===== src/rtl/mux_n_pipe_if.sv =====
// Handshake/data bundle for mux_n_pipe: N source words plus select on the input side,
// the head beat on the output side. master = upstream/downstream environment, slave = selector.
interface mux_n_pipe_if #(
    parameter int WIDTH = 32,
    parameter int N_SRC = 6,
    parameter int SEL_W = 3
);
    logic [N_SRC*WIDTH-1:0] src_flat;
    logic [SEL_W-1:0]       sel;
    logic                   in_valid;
    logic                   in_ready;
    logic                   flush;
    logic [WIDTH-1:0]       out_data;
    logic [SEL_W-1:0]       out_sel;
    logic                   out_valid;
    logic                   out_ready;

    modport master (
        output src_flat, sel, in_valid, flush, out_ready,
        input  in_ready, out_data, out_sel, out_valid
    );

    modport slave (
        input  src_flat, sel, in_valid, flush, out_ready,
        output in_ready, out_data, out_sel, out_valid
    );
endinterface


===== src/rtl/mux_n_pipe.sv =====
// N-source word selector feeding a 2-entry skid buffer (head + skid), strict FIFO order.
// Optional sticky out-of-range flag sel_err when MUX_SEL_ERR_EN is defined.
//
// state | meaning
// EMPTY | no beat buffered, in_ready=1
// ONE   | head beat valid, skid empty, in_ready=1
// TWO   | head and skid valid, in_ready=0
module mux_n_pipe #(
    parameter int WIDTH = 32,
    parameter int N_SRC = 6,
    parameter int SEL_W = 3
) (
    input  logic         clk,
    input  logic         rst,
    mux_n_pipe_if.slave  bus
`ifdef MUX_SEL_ERR_EN
    ,
    output logic         sel_err
`endif
);
    localparam logic [1:0] ST_EMPTY = 2'b00;
    localparam logic [1:0] ST_ONE   = 2'b01;
    localparam logic [1:0] ST_TWO   = 2'b11;

    logic [WIDTH-1:0] head_data_q, head_data_d;
    logic [SEL_W-1:0] head_sel_q,  head_sel_d;
    logic             head_vld_q,  head_vld_d;
    logic [WIDTH-1:0] skid_data_q, skid_data_d;
    logic [SEL_W-1:0] skid_sel_q,  skid_sel_d;
    logic             skid_vld_q,  skid_vld_d;

    logic [WIDTH-1:0] sel_word;
    logic             accept;
    logic             consume;
    logic [1:0]       state;

    always_comb begin
        sel_word = '0;
        for (int k = 0; k < N_SRC; k++) begin
            if ({1'b0, bus.sel} == (SEL_W+1)'(k))
                sel_word = bus.src_flat[k*WIDTH +: WIDTH];
        end
    end

    // in_ready comes straight from a flop, so out_ready never reaches it combinationally
    assign accept  = bus.in_valid & ~skid_vld_q;
    assign consume = head_vld_q & bus.out_ready;
    assign state   = {skid_vld_q, head_vld_q};

    always_comb begin
        head_data_d = head_data_q;
        head_sel_d  = head_sel_q;
        head_vld_d  = head_vld_q;
        skid_data_d = skid_data_q;
        skid_sel_d  = skid_sel_q;
        skid_vld_d  = skid_vld_q;
        if (bus.flush) begin
            head_vld_d = 1'b0;
            skid_vld_d = 1'b0;
        end else begin
            case (state)
                ST_EMPTY: begin
                    if (accept) begin
                        head_data_d = sel_word;
                        head_sel_d  = bus.sel;
                        head_vld_d  = 1'b1;
                    end
                end
                ST_ONE: begin
                    if (accept && consume) begin
                        head_data_d = sel_word;
                        head_sel_d  = bus.sel;
                    end else if (accept) begin
                        skid_data_d = sel_word;
                        skid_sel_d  = bus.sel;
                        skid_vld_d  = 1'b1;
                    end else if (consume) begin
                        head_vld_d  = 1'b0;
                    end
                end
                ST_TWO: begin
                    if (consume) begin
                        head_data_d = skid_data_q;
                        head_sel_d  = skid_sel_q;
                        skid_vld_d  = 1'b0;
                    end
                end
                default: begin
                    head_vld_d = 1'b0;
                    skid_vld_d = 1'b0;
                end
            endcase
        end
    end

    always_ff @(posedge clk) begin
        if (rst) begin
            head_data_q <= '0;
            head_sel_q  <= '0;
            head_vld_q  <= 1'b0;
            skid_data_q <= '0;
            skid_sel_q  <= '0;
            skid_vld_q  <= 1'b0;
        end else begin
            head_data_q <= head_data_d;
            head_sel_q  <= head_sel_d;
            head_vld_q  <= head_vld_d;
            skid_data_q <= skid_data_d;
            skid_sel_q  <= skid_sel_d;
            skid_vld_q  <= skid_vld_d;
        end
    end

    assign bus.out_data  = head_data_q;
    assign bus.out_sel   = head_sel_q;
    assign bus.out_valid = head_vld_q;
    assign bus.in_ready  = ~skid_vld_q;

`ifdef MUX_SEL_ERR_EN
    logic sel_err_q, sel_err_d;

    // an out-of-range accept still counts even when flush drops the beat
    assign sel_err_d = sel_err_q | (accept & ({1'b0, bus.sel} >= (SEL_W+1)'(N_SRC)));

    always_ff @(posedge clk) begin
        if (rst) sel_err_q <= 1'b0;
        else     sel_err_q <= sel_err_d;
    end

    assign sel_err = sel_err_q;
`endif
endmodule

===== src/flat_wrapper.sv =====
// flat-port wrapper written by rule: the top's interface ports become plain ports
module mux_n_pipe_flat 
#(
    parameter int WIDTH = 32,
    parameter int N_SRC = 6,
    parameter int SEL_W = 3
)
  (clk, rst, bus_src_flat, bus_sel, bus_in_valid, bus_flush, bus_out_ready, bus_in_ready, bus_out_data, bus_out_sel, bus_out_valid);
  mux_n_pipe_if #(.WIDTH(WIDTH), .N_SRC(N_SRC), .SEL_W(SEL_W)) bus_i ();
  input  logic clk;
  input  logic rst;
  input wire logic [$bits(bus_i.src_flat)-1:0] bus_src_flat;
  input wire logic [$bits(bus_i.sel)-1:0] bus_sel;
  input wire logic [$bits(bus_i.in_valid)-1:0] bus_in_valid;
  input wire logic [$bits(bus_i.flush)-1:0] bus_flush;
  input wire logic [$bits(bus_i.out_ready)-1:0] bus_out_ready;
  output wire logic [$bits(bus_i.in_ready)-1:0] bus_in_ready;
  output wire logic [$bits(bus_i.out_data)-1:0] bus_out_data;
  output wire logic [$bits(bus_i.out_sel)-1:0] bus_out_sel;
  output wire logic [$bits(bus_i.out_valid)-1:0] bus_out_valid;
  assign bus_i.src_flat = bus_src_flat;
  assign bus_i.sel = bus_sel;
  assign bus_i.in_valid = bus_in_valid;
  assign bus_i.flush = bus_flush;
  assign bus_i.out_ready = bus_out_ready;
  assign bus_in_ready = bus_i.in_ready;
  assign bus_out_data = bus_i.out_data;
  assign bus_out_sel = bus_i.out_sel;
  assign bus_out_valid = bus_i.out_valid;
  mux_n_pipe #(.WIDTH(WIDTH), .N_SRC(N_SRC), .SEL_W(SEL_W)) u_core (.clk(clk), .rst(rst), .bus(bus_i));
endmodule

===== config.mk =====
export PLATFORM = sky130hd
export DESIGN_NAME = mux_n_pipe_flat
export DESIGN_NICKNAME = d
export VERILOG_FILES = /design/src/rtl/mux_n_pipe_if.sv /design/src/rtl/mux_n_pipe.sv /design/src/flat_wrapper.sv
export SDC_FILE = /design/constraint.sdc
export NUM_CORES = 1
export LEC_CHECK = 0
export ABC_AREA = 1
export CORE_UTILIZATION = 38
export CTS_BUF_LIST = sky130_fd_sc_hd__clkbuf_4 sky130_fd_sc_hd__clkbuf_8 sky130_fd_sc_hd__clkbuf_16
export DETAILED_ROUTE_END_ITERATION = 6
export PLACE_DENSITY = 0.77
export SLEW_MARGIN = 20
export SYNTH_ARGS = -nofsm -noshare
export SYNTH_HDL_FRONTEND = slang
export SYNTH_SLANG_ARGS = --single-unit

===== constraint.sdc =====
create_clock -name clk -period 1.5 [get_ports clk]
set_input_delay 0.3 -clock clk [delete_from_list [all_inputs] [get_ports clk]]
set_output_delay 0.3 -clock clk [all_outputs]
set_load 0.01 [all_outputs]

# --- Yosys cells after proc, flatten, opt, wreduce, memory -nomap -nowiden ---
# Cells that the tools add are included.
word_totals:
  register_bits: 72
  out_inout_bits: 37
op_classes:
  n_eq_ne: 14
  muxes: 21
  bitwise: 7
  reduce_logical: 9
ops:
  columns: ["op", "count"]
  rows:
  - ["2-to-1 mux 32 bit", 9]
  - ["one-hot mux 32 bit (3 select lines)", 1]
  - ["inequality test 2 x 1 -> 1 bit, second input constant", 5]
  - ["AND reduction 5 bit", 2]
  - ["2-to-1 mux 3 bit", 3]
  - ["one-hot mux 3 bit (3 select lines)", 1]
  - ["AND reduction 4 bit", 2]
  - ["equality test 3 x 2 -> 1 bit, second input constant", 2]
  - ["equality test 3 bit, second input constant", 2]
  - ["one-hot mux 1 bit (3 select lines)", 2]
  - ["2-to-1 mux 1 bit", 5]
  - ["NOT 1 bit", 5]
  - ["inequality test 2 bit, second input constant", 2]
  - ["equality test 3 x 1 -> 1 bit, second input constant", 1]
  - ["logical NOT 3 bit", 1]
  - ["nonzero test 3 bit", 1]
  - ["bitwise AND 1 bit", 2]
  - ["equality test 2 x 1 -> 1 bit, second input constant", 1]
  - ["equality test 2 bit, second input constant", 1]
  - ["logical NOT 2 bit", 1]
  - ["OR reduction 2 bit", 1]
  - ["logical AND 1 bit", 1]

# --- Depth between registers and ports, before layout ---
# Gate-level depths: netlist of the first run.
logic_depth:
  ltp_word: 9
  depth_mapped: 10

# --- Worst setup path before layout of the first run ---
# Ideal clock, no wire load.
synth_path:
  kind: "register to register"
  startpoint: "register u_core.head_vld_q (netlist: u_core.bus.out_valid)"
  endpoint: "register u_core.head_data_q[0] (netlist: u_core.bus.out_data[0])"
  setup_time_ns: 0.119
  arrival_ns: 1.305
  slack_ns: 0.076
  stages_incl_launch_ff: 10
  n_path_buf: 2
  synth_period_minus_slack_ns: 1.424
  path_cell_list: "dfxtp_1 > inv_1 > nor2_1 > nand2_1 > o21ai_0 > nor2_2 > clkbuf_2 > clkbuf_1 > o21ai_0 > a21oi_1"
synth_via:
  elab_chain_len: 4
  elab_cells_between_ends: 11
  classes_between: "eq/ne (5); mux (1); bitwise (1); reduce/logical (4)"
synth_lines:
  columns: ["item", "line_no", "source"]
  rows:
  - ["start, declared", "mux_n_pipe.sv:27", "logic head_vld_q, head_vld_d;"]
  - ["start signal, assigned", "mux_n_pipe.sv:107", "head_vld_q <= head_vld_d;"]
  - ["bitwise AND 1 bit", "mux_n_pipe.sv:47", "assign consume = head_vld_q & bus.out_ready;"]
  - ["logical AND 1 bit", "mux_n_pipe.sv:70", "if (accept && consume) begin"]
  - ["inequality test 2 x 1 -> 1 bit (no source line)", null, null]
  - ["AND reduction 5 bit (no source line)", null, null]
  - ["end signal, assigned", "mux_n_pipe.sv:105", "head_data_q <= head_data_d;"]
  - ["end, declared", "mux_n_pipe.sv:25", "logic [WIDTH-1:0] head_data_q, head_data_d;"]
# Several ways; a longest one is shown, not always the timed one.
# A chain may end at the register's enable or synchronous reset.

# --- Worst setup path after layout of the first run ---
layout_path:
  startpoint: "register u_core.skid_vld_q"
  endpoint: "register u_core.skid_data_q[0]"
layout_via:
  elab_chain_len: 5
  elab_cells_between_ends: 6
  classes_between: "eq/ne (1); bitwise (3); reduce/logical (2)"
layout_lines:
  columns: ["item", "line_no", "source"]
  rows:
  - ["start, declared", "mux_n_pipe.sv:30", "logic skid_vld_q, skid_vld_d;"]
  - ["start signal, assigned", "mux_n_pipe.sv:110", "skid_vld_q <= skid_vld_d;"]
  - ["NOT 1 bit", "mux_n_pipe.sv:46", "assign accept = bus.in_valid & ~skid_vld_q;"]
  - ["bitwise AND 1 bit", "mux_n_pipe.sv:46", null]
  - ["logical AND 1 bit", "mux_n_pipe.sv:70", null]
  - ["NOT 1 bit (no source line)", null, null]
  - ["AND reduction 4 bit (no source line) *", null, null]
  - ["end signal, assigned", "mux_n_pipe.sv:108", "skid_data_q <= skid_data_d;"]
  - ["end, declared", "mux_n_pipe.sv:28", "logic [WIDTH-1:0] skid_data_q, skid_data_d;"]
# Mark *: on every way between the ends. The rest lies on a longest branch, timed or not.

==> reports/qor.yml, run 1 <==
ys_types: 20
antenna_found_initial: 0
tightest_slew_ns: 0.284
cts_buffers: 9
gp_congestion: 0.807
synth_fa_ha_area_share_pct: 0
critPathMostFrequentCell: "nor2_1"
die_y_microns: 110
cts_root_buffer: "clkbuf_16"
setup_ws_ns: 0.0273
antenna_cells: 0
ir_drop_mv: 0.571
final_nets: 1207
die_area_sq_mm: 0.0122
dp_slack_ns: -0.599
required_ns: 1.72
yosysMostFrequentCell: "nand2_1"
grt_pass1_vias: 5386
wl_per_cell_microns: 16.4
hold_viol: 0
muxShareOfSynthArea_pct: 0
io_pins: 237
routed_wirelength_microns: 18900
worstRegToRegCells: 8
clk_path_buf_depth: 2
whs_endpoint: "u_core.skid_vld_q$_SDFFE_PP0P_"
syn_inst: 754
crit_chain: "nor2_4 > nand4_1 > clkinv_4 > clkbuf_16 > nor2_1 > nor2_1 > o21ai_0 > inv_1"
synth_seq_cells: 72
clk_pin_slew_ns: 0.05
hp-class: "primary input to flip-flop"
rr_startpoint: "u_core.skid_vld_q$_SDFFE_PP0P_"
final_layout_size_suffix_gt1_share_pct: 9.99
synth_edf_count: 0
synth-async-reset-ratio_pct: 0
powerDensity_mw_per_mm2: 728
synth_common_cells: "nand2_1 (171), nor2_1 (132), inv_1 (73)"
nFillCells: 994
max_freq_mhz: 679
fin_util_pct: 69.3
insertion_delay_ns: 0.33
grt_usage_pct: 28.4
regToRegSetupSlack_ns: 0.03
grt_max_degree: 33
place_hpwl_microns: 12900
relSlewSlack_pct: 81.0
ys_top_cells_by_area: "dfxtp_1 (32%), nand2_1 (14%), nor2_1 (11%)"
setup_tns_ns: 0
cts.htree.levels: 3
grt.overflow.total: 0
ant_nets: 0
synth_nets: 954
synth_compound_area_share_pct: 16.2
skew_ns: 0.00949
rsz0062_at_grt: "yes"
crit_slowest_cell: "dfxtp_1"
hold_ws_ns: 0.303
crit_fanout: 6
reg2reg_to: "u_core.skid_data_q[0]$_SDFFE_PP0P_"
status: "finished, final reports clean"
yosysTopAreaCellShare_pct: 32.3
setup_viol: 0
die_x_microns: 110
io_buffers: 236
min_period_over_period_pct: 98.2
drt-initial-drc-count: 447
start_kind: "flip-flop"
criticalPathCategory: "flip-flop to flip-flop"
final.min_clock_period_ns: 1.47
dr.pass1.iters: 7
synth_top_family_by_area: "simple AND/OR/NAND/NOR gates"
num_vias: 6006
clock-sinks: 72
syn_area_per_cell_sq_um: 5.91
synth-seq-area-share_pct: 32.3
cts_tree: "done"
cap_violations: 0
drc: 0
synthToLayoutAreaGrowth_pct: 77.6
initial_core_util_pct: 39.1
slew_viol_final: 0
hp-start: "bus_in_valid"
postPlaceCellArea_sq_mm: 0.00728
end_kind: "flip-flop"
critPathMaxStageDelay_ns: 0.43
leakage_nw: 3.84
synth-main-ff-cell: "dfxtp_1"
whs_path_depth: 3
synth-xor-area-share_pct: 0
drt-vias-per-instance: 5.20
synth_top_area_cell: "dfxtp_1"
cp.arrival_ns: 1.69
coreArea_sq_mm: 0.0114
yosys_warnings: 0
syn_area_sq_mm: 0.00446
finalInstanceArea_sq_mm: 0.00792
rows: 39
grt_pass1_wl_microns: 26500
synth-simple-area-share_pct: 39.3
-- flip-flops by register name (all words and copies together) (netlist names) --
register              count
u_core.skid_sel_q         3
u_core.bus.out_valid      1
u_core.bus.out_data      32
u_core.skid_data_q       32
u_core.bus.out_sel        3
u_core.skid_vld_q         1
-- final cells by class --
type | instances | area (sq um) | area share, %
well taps | 143 | 179 | 2.26
clock inverters | 4 | 52.6 | 0.664
flip-flops and latches | 72 | 1440 | 18.2
inverters | 76 | 290 | 3.67
clock buffers | 11 | 253 | 3.19
repair buffers | 299 | 3160 | 39.9
multi-input cells | 549 | 2540 | 32.1
-- placed cells by master (no fill, tap or decap) --
| cell type | n |
|---|---|
| nor2_2 | 2 |
| inv_2 | 5 |
| bufinv_16 | 1 |
| nor2_1 | 128 |
| a31oi_1 | 3 |
| dlymetal6s2s_1 | 6 |
| clkinv_1 | 1 |
| buf_12 | 14 |
| buf_2 | 1 |
| nand3_2 | 1 |
| nor2_4 | 3 |
| buf_4 | 30 |
| o31ai_1 | 1 |
| nand3_1 | 33 |
| nand4_1 | 65 |
| dlygate4sd2_1 | 35 |
| buf_8 | 2 |
| dfxtp_1 | 71 |
| a21oi_1 | 63 |
| clkdlybuf4s50_1 | 193 |
| clkinv_4 | 2 |
| clkbuf_8 | 2 |
| nand2_1 | 171 |
| clkbuf_16 | 17 |
| inv_1 | 69 |
| o21ai_0 | 60 |
| clkbuf_2 | 1 |
| buf_6 | 9 |
| dfxtp_2 | 1 |
| clkinv_2 | 1 |
| a21oi_2 | 5 |
| o21ai_1 | 11 |
| nor3_4 | 3 |
| inv_6 | 1 |
-- kinds of logic after synthesis --
group	after synthesis
AND/OR/NAND/NOR	406
buffers and inverters	133
AO/OA/AOI/OAI	143
flip-flops	72
-- worst max-delay path by stage --
stage          slack, ns                                    to                                  from  cells after the start
2_1_floorplan       0.08   u_core.bus.out_data[0]$_SDFFE_PP0P_     u_core.bus.out_valid$_SDFFE_PP0P_                      9
3_3_place_gp       -0.52  u_core.bus.out_data[14]$_SDFFE_PP0P_                            bus_sel[1]                      9
3_5_place_dp       -0.60  u_core.bus.out_data[15]$_SDFFE_PP0P_                            bus_sel[1]                      9
4_1_cts            0.002                      bus_out_data[19]  u_core.bus.out_data[19]$_SDFFE_PP0P_                      1
5_1_grt            -0.05    u_core.skid_data_q[0]$_SDFFE_PP0P_        u_core.skid_vld_q$_SDFFE_PP0P_                      8
6_report            0.03    u_core.skid_data_q[0]$_SDFFE_PP0P_        u_core.skid_vld_q$_SDFFE_PP0P_                      8
-- metrics by stage --
| step | total power, mW | cells |
|---|---|---|
| global route | 6.00 | 1154 |
| global placement | 3.56 | 1125 |
| finish | 5.76 | 1154 |
| CTS | 5.71 | 1142 |
| detailed placement | 3.58 | 1125 |
| floorplan | 2.62 | 754 |
-- what timing repair did --
action	4_1_cts	5_1_grt
cloned	0	8
hold buffers	0	0
pin swaps	2	9
endpoints found under the setup margin	101	70
buffers inserted	2	4
resized for setup	53	25
-- routing by layer --
layer	vias to the layer above	wire length, microns	global-route usage, %
met1	2736	7390	32.3
met2	272	9360	52.6
met3	26	1680	5.94
li1	2972	-	-
met5	-	0	0
met4	0	443	8.93
-- critical path, delay by kind of cell, from the launching register on --
| kind | cells | cell delay [ns] |
|---|---|---|
| flops | 1 | 0.43 |
| buf+inv | 3 | 0.43 |
| simple gates | 4 | 0.44 |
| compound gates | 1 | 0.08 |
-- power breakdown --
| group | internal (mW) | switching (mW) |
|---|---|---|
| registers | 2.01 | 0.0512 |
| logic | 0.855 | 0.669 |
| clock network | 1.37 | 0.803 |
| total | 4.24 | 1.52 |
(Power assumes the default switching activity.)
==> inputs of run 2 (changes only) <==
--- a/config.mk
+++ b/config.mk
@@ -6,6 +6,7 @@
 export NUM_CORES = 1
 export LEC_CHECK = 0
 export ABC_AREA = 1
+export CORE_MARGIN = 2
 export CORE_UTILIZATION = 38
 export CTS_BUF_LIST = sky130_fd_sc_hd__clkbuf_4 sky130_fd_sc_hd__clkbuf_8 sky130_fd_sc_hd__clkbuf_16
 export DETAILED_ROUTE_END_ITERATION = 6
==> reports/qor.yml, run 2 (same netlist as run 1, synthesis figures left out) <==
wl_per_cell_microns: 16.2  # -0.99%
slew_viol_final: 0  # unchanged
reg2reg_to: "u_core.skid_data_q[10]$_SDFFE_PP0P_"
hp-start: "rst"
ir_drop_mv: 0.480  # -16%
die_area_sq_mm: 0.0126  # +3.7%
grt_pass1_wl_microns: 29100  # +9.8%
hold_viol: 0  # unchanged
numPlacedInstances: 1127  # +0.18%
rr_startpoint: "u_core.skid_vld_q$_SDFFE_PP0P_"
final.min_clock_period_ns: 1.41  # -0.0618 ns
setup_viol: 0  # unchanged
clock-sinks: 72  # unchanged
grt.overflow.total: 0  # unchanged
cp-startpoint: "u_core.skid_vld_q$_SDFFE_PP0P_"
leakage_nw: 3.76  # -2.0%
nFillCells: 1072  # +7.8%
io_buffers: 236  # unchanged
whs_path_depth: 4  # +1
clk_path_buf_depth: 2  # unchanged
antenna_found_initial: 1  # +1
layout_commonest_cell: "clkdlybuf4s50_1"
min_period_over_period_pct: 94.1  # -4.1 points
relSlewSlack_pct: 79.2  # -1.8 points
coreArea_sq_mm: 0.0114  # unchanged
fin_util_pct: 67.9  # -1.4 points
gp_congestion: 0.855  # +6.0%
whs_endpoint: "u_core.skid_data_q[22]$_SDFFE_PP0P_"
end_kind: "flip-flop"
grt_max_degree: 33  # unchanged
drc: 0  # unchanged
required_ns: 1.78  # +0.06 ns
hold_ws_ns: 0.384  # +0.0812 ns
worstRegToRegCells: 10  # +2
routed_wirelength_microns: 18700  # -1.2%
drt-initial-drc-count: 301  # -33%
rsz0062_at_grt: "yes"
criticalPathCategory: "flip-flop to flip-flop"
finalInstanceArea_sq_mm: 0.00775  # -2.1%
clk_pin_slew_ns: 0.06  # about the same
insertion_delay_ns: 0.33  # about the same
hp-class: "primary input to flip-flop"
p_total_mw: 5.84  # +1.3%
io_pins: 237  # unchanged
cts_tree: "done"
crit_fanout: 18  # +12
cts_buffers: 9  # unchanged
final-seq-area_sq_mm: 0.00145  # +0.26%
synthToLayoutAreaGrowth_pct: 73.9
ant_nets: 0  # unchanged
die_y_microns: 112  # +1.8%
start_kind: "flip-flop"
max_freq_mhz: 709  # +4.4%
cap_violations: 0  # unchanged
final_nets: 1203  # -0.33%
num_vias: 5959  # -0.78%
cp.arrival_ns: 1.69  # about the same
tightest_slew_ns: 0.312  # +0.0274 ns
cts_root_buffer: "clkbuf_16"
status: "finished, final reports clean"
grt_usage_pct: 28.7  # +0.32 points
powerDensity_mw_per_mm2: 753  # +3.5%
final_cell_mix: "clkdlybuf4s50_1 (192), nand2_1 (171), nor2_1 (126), inv_1 (70), dfxtp_1 (70)"
stdcell_count: 1152  # -0.17%
drt-vias-per-instance: 5.17  # -0.61%
hold_buffers: 0  # unchanged
multi_input_area_sq_mm: 0.00252  # -0.59%
skew_ns: 0.00628  # -0.00321 ns
dr.pass1.iters: 7  # unchanged
initial_core_util_pct: 39.1  # unchanged
die_x_microns: 112  # +1.8%
postPlaceCellArea_sq_mm: 0.00731  # +0.41%
final_layout_size_suffix_gt1_share_pct: 9.62  # -0.37 points
rows: 39  # unchanged
cts.htree.levels: 3  # unchanged
regToRegSetupSlack_ns: 0.09  # +0.06 ns
place_hpwl_microns: 13400  # +4.3%
grt_pass1_vias: 5902  # +9.6%
## run 2: cell count changes in the layout (fill, tap and decap cells not counted), sizes merged
cell / before / now
buf: 56 / 59
bufbuf: 0 / 1
bufinv: 1 / 2
clkbuf: 20 / 11
clkdlybuf4s50: 193 / 192
clkinvlp: 0 / 1
diode: 0 / 1
dlygate4sd2: 35 / 38
dlymetal6s2s: 6 / 3
inv: 75 / 76
## run 2: what timing repair did
item                                    in CTS  in global routing
endpoints found under the setup margin      99                 49
resized for setup                           51                 20
gates cloned                                 2                  1
hold endpoints to repair                     0                  0
buffers inserted                             4                  1
pin swaps                                    5                  2
## run 2: critical path: stages (launching register included)
cell and delay, ns:
dfxtp_4 0.36, nor2_4 0.09, buf_4 0.11, nand4_1 0.11, inv_2 0.12, buf_4 0.12, buf_12 0.14, nor2_1 0.05
nor2_1 0.09, o21ai_0 0.10, inv_1 0.06
## run 2: final cells by class
cell class	instances	area share, %
flip-flops and latches	72	18.7
repair buffers	295	38.6
diodes	1	0.0323
inverters	76	3.68
well taps	143	2.31
clock inverters	7	1.23
clock buffers	9	2.90
multi-input cells	549	32.6
## run 2: report_power, final
| part | internal (mW) | leakage (nW) | switching (mW) |
|---|---|---|---|
| registers | 2.01 | 0.589 | 0.0504 |
| logic | 0.821 | 3.02 | 0.651 |
| clock network | 1.46 | 0.156 | 0.852 |
## run 2: worst max-delay path by stage
stage / endpoint / slack [ns] / depth (start not counted)
after global placement: u_core.skid_data_q[31]$_SDFFE_PP0P_ / -0.47 / 10
after floorplan: u_core.bus.out_data[0]$_SDFFE_PP0P_ / 0.08 / 9
after CTS: bus_out_data[3] / 0.001 / 1
final: u_core.skid_data_q[10]$_SDFFE_PP0P_ / 0.09 / 10
after detailed placement: u_core.skid_data_q[31]$_SDFFE_PP0P_ / -0.49 / 10
after global routing: u_core.skid_data_q[8]$_SDFFE_PP0P_ / -0.02 / 9
## run 2: per-layer routing
metal  GRT usage (%)  vias up  share of wire, %
li1                -     2959                 -
met4            12.0        0               2.9
met1            34.2     2671                41
met2            50.2      283                48
met5               0        -                 0
met3            5.94       46               8.3
## run 2: stage by stage
| stage | TNS, ns | worst slack (ns) |
|---|---|---|
| after global routing | -0.0898 | -0.0211 |
| after detailed placement | -27.07 | -0.487 |
| after CTS | 0 | 0.00102 |
| after floorplan | 0 | 0.0756 |
| final | 0 | 0.0891 |
| after global placement | -25.48 | -0.475 |
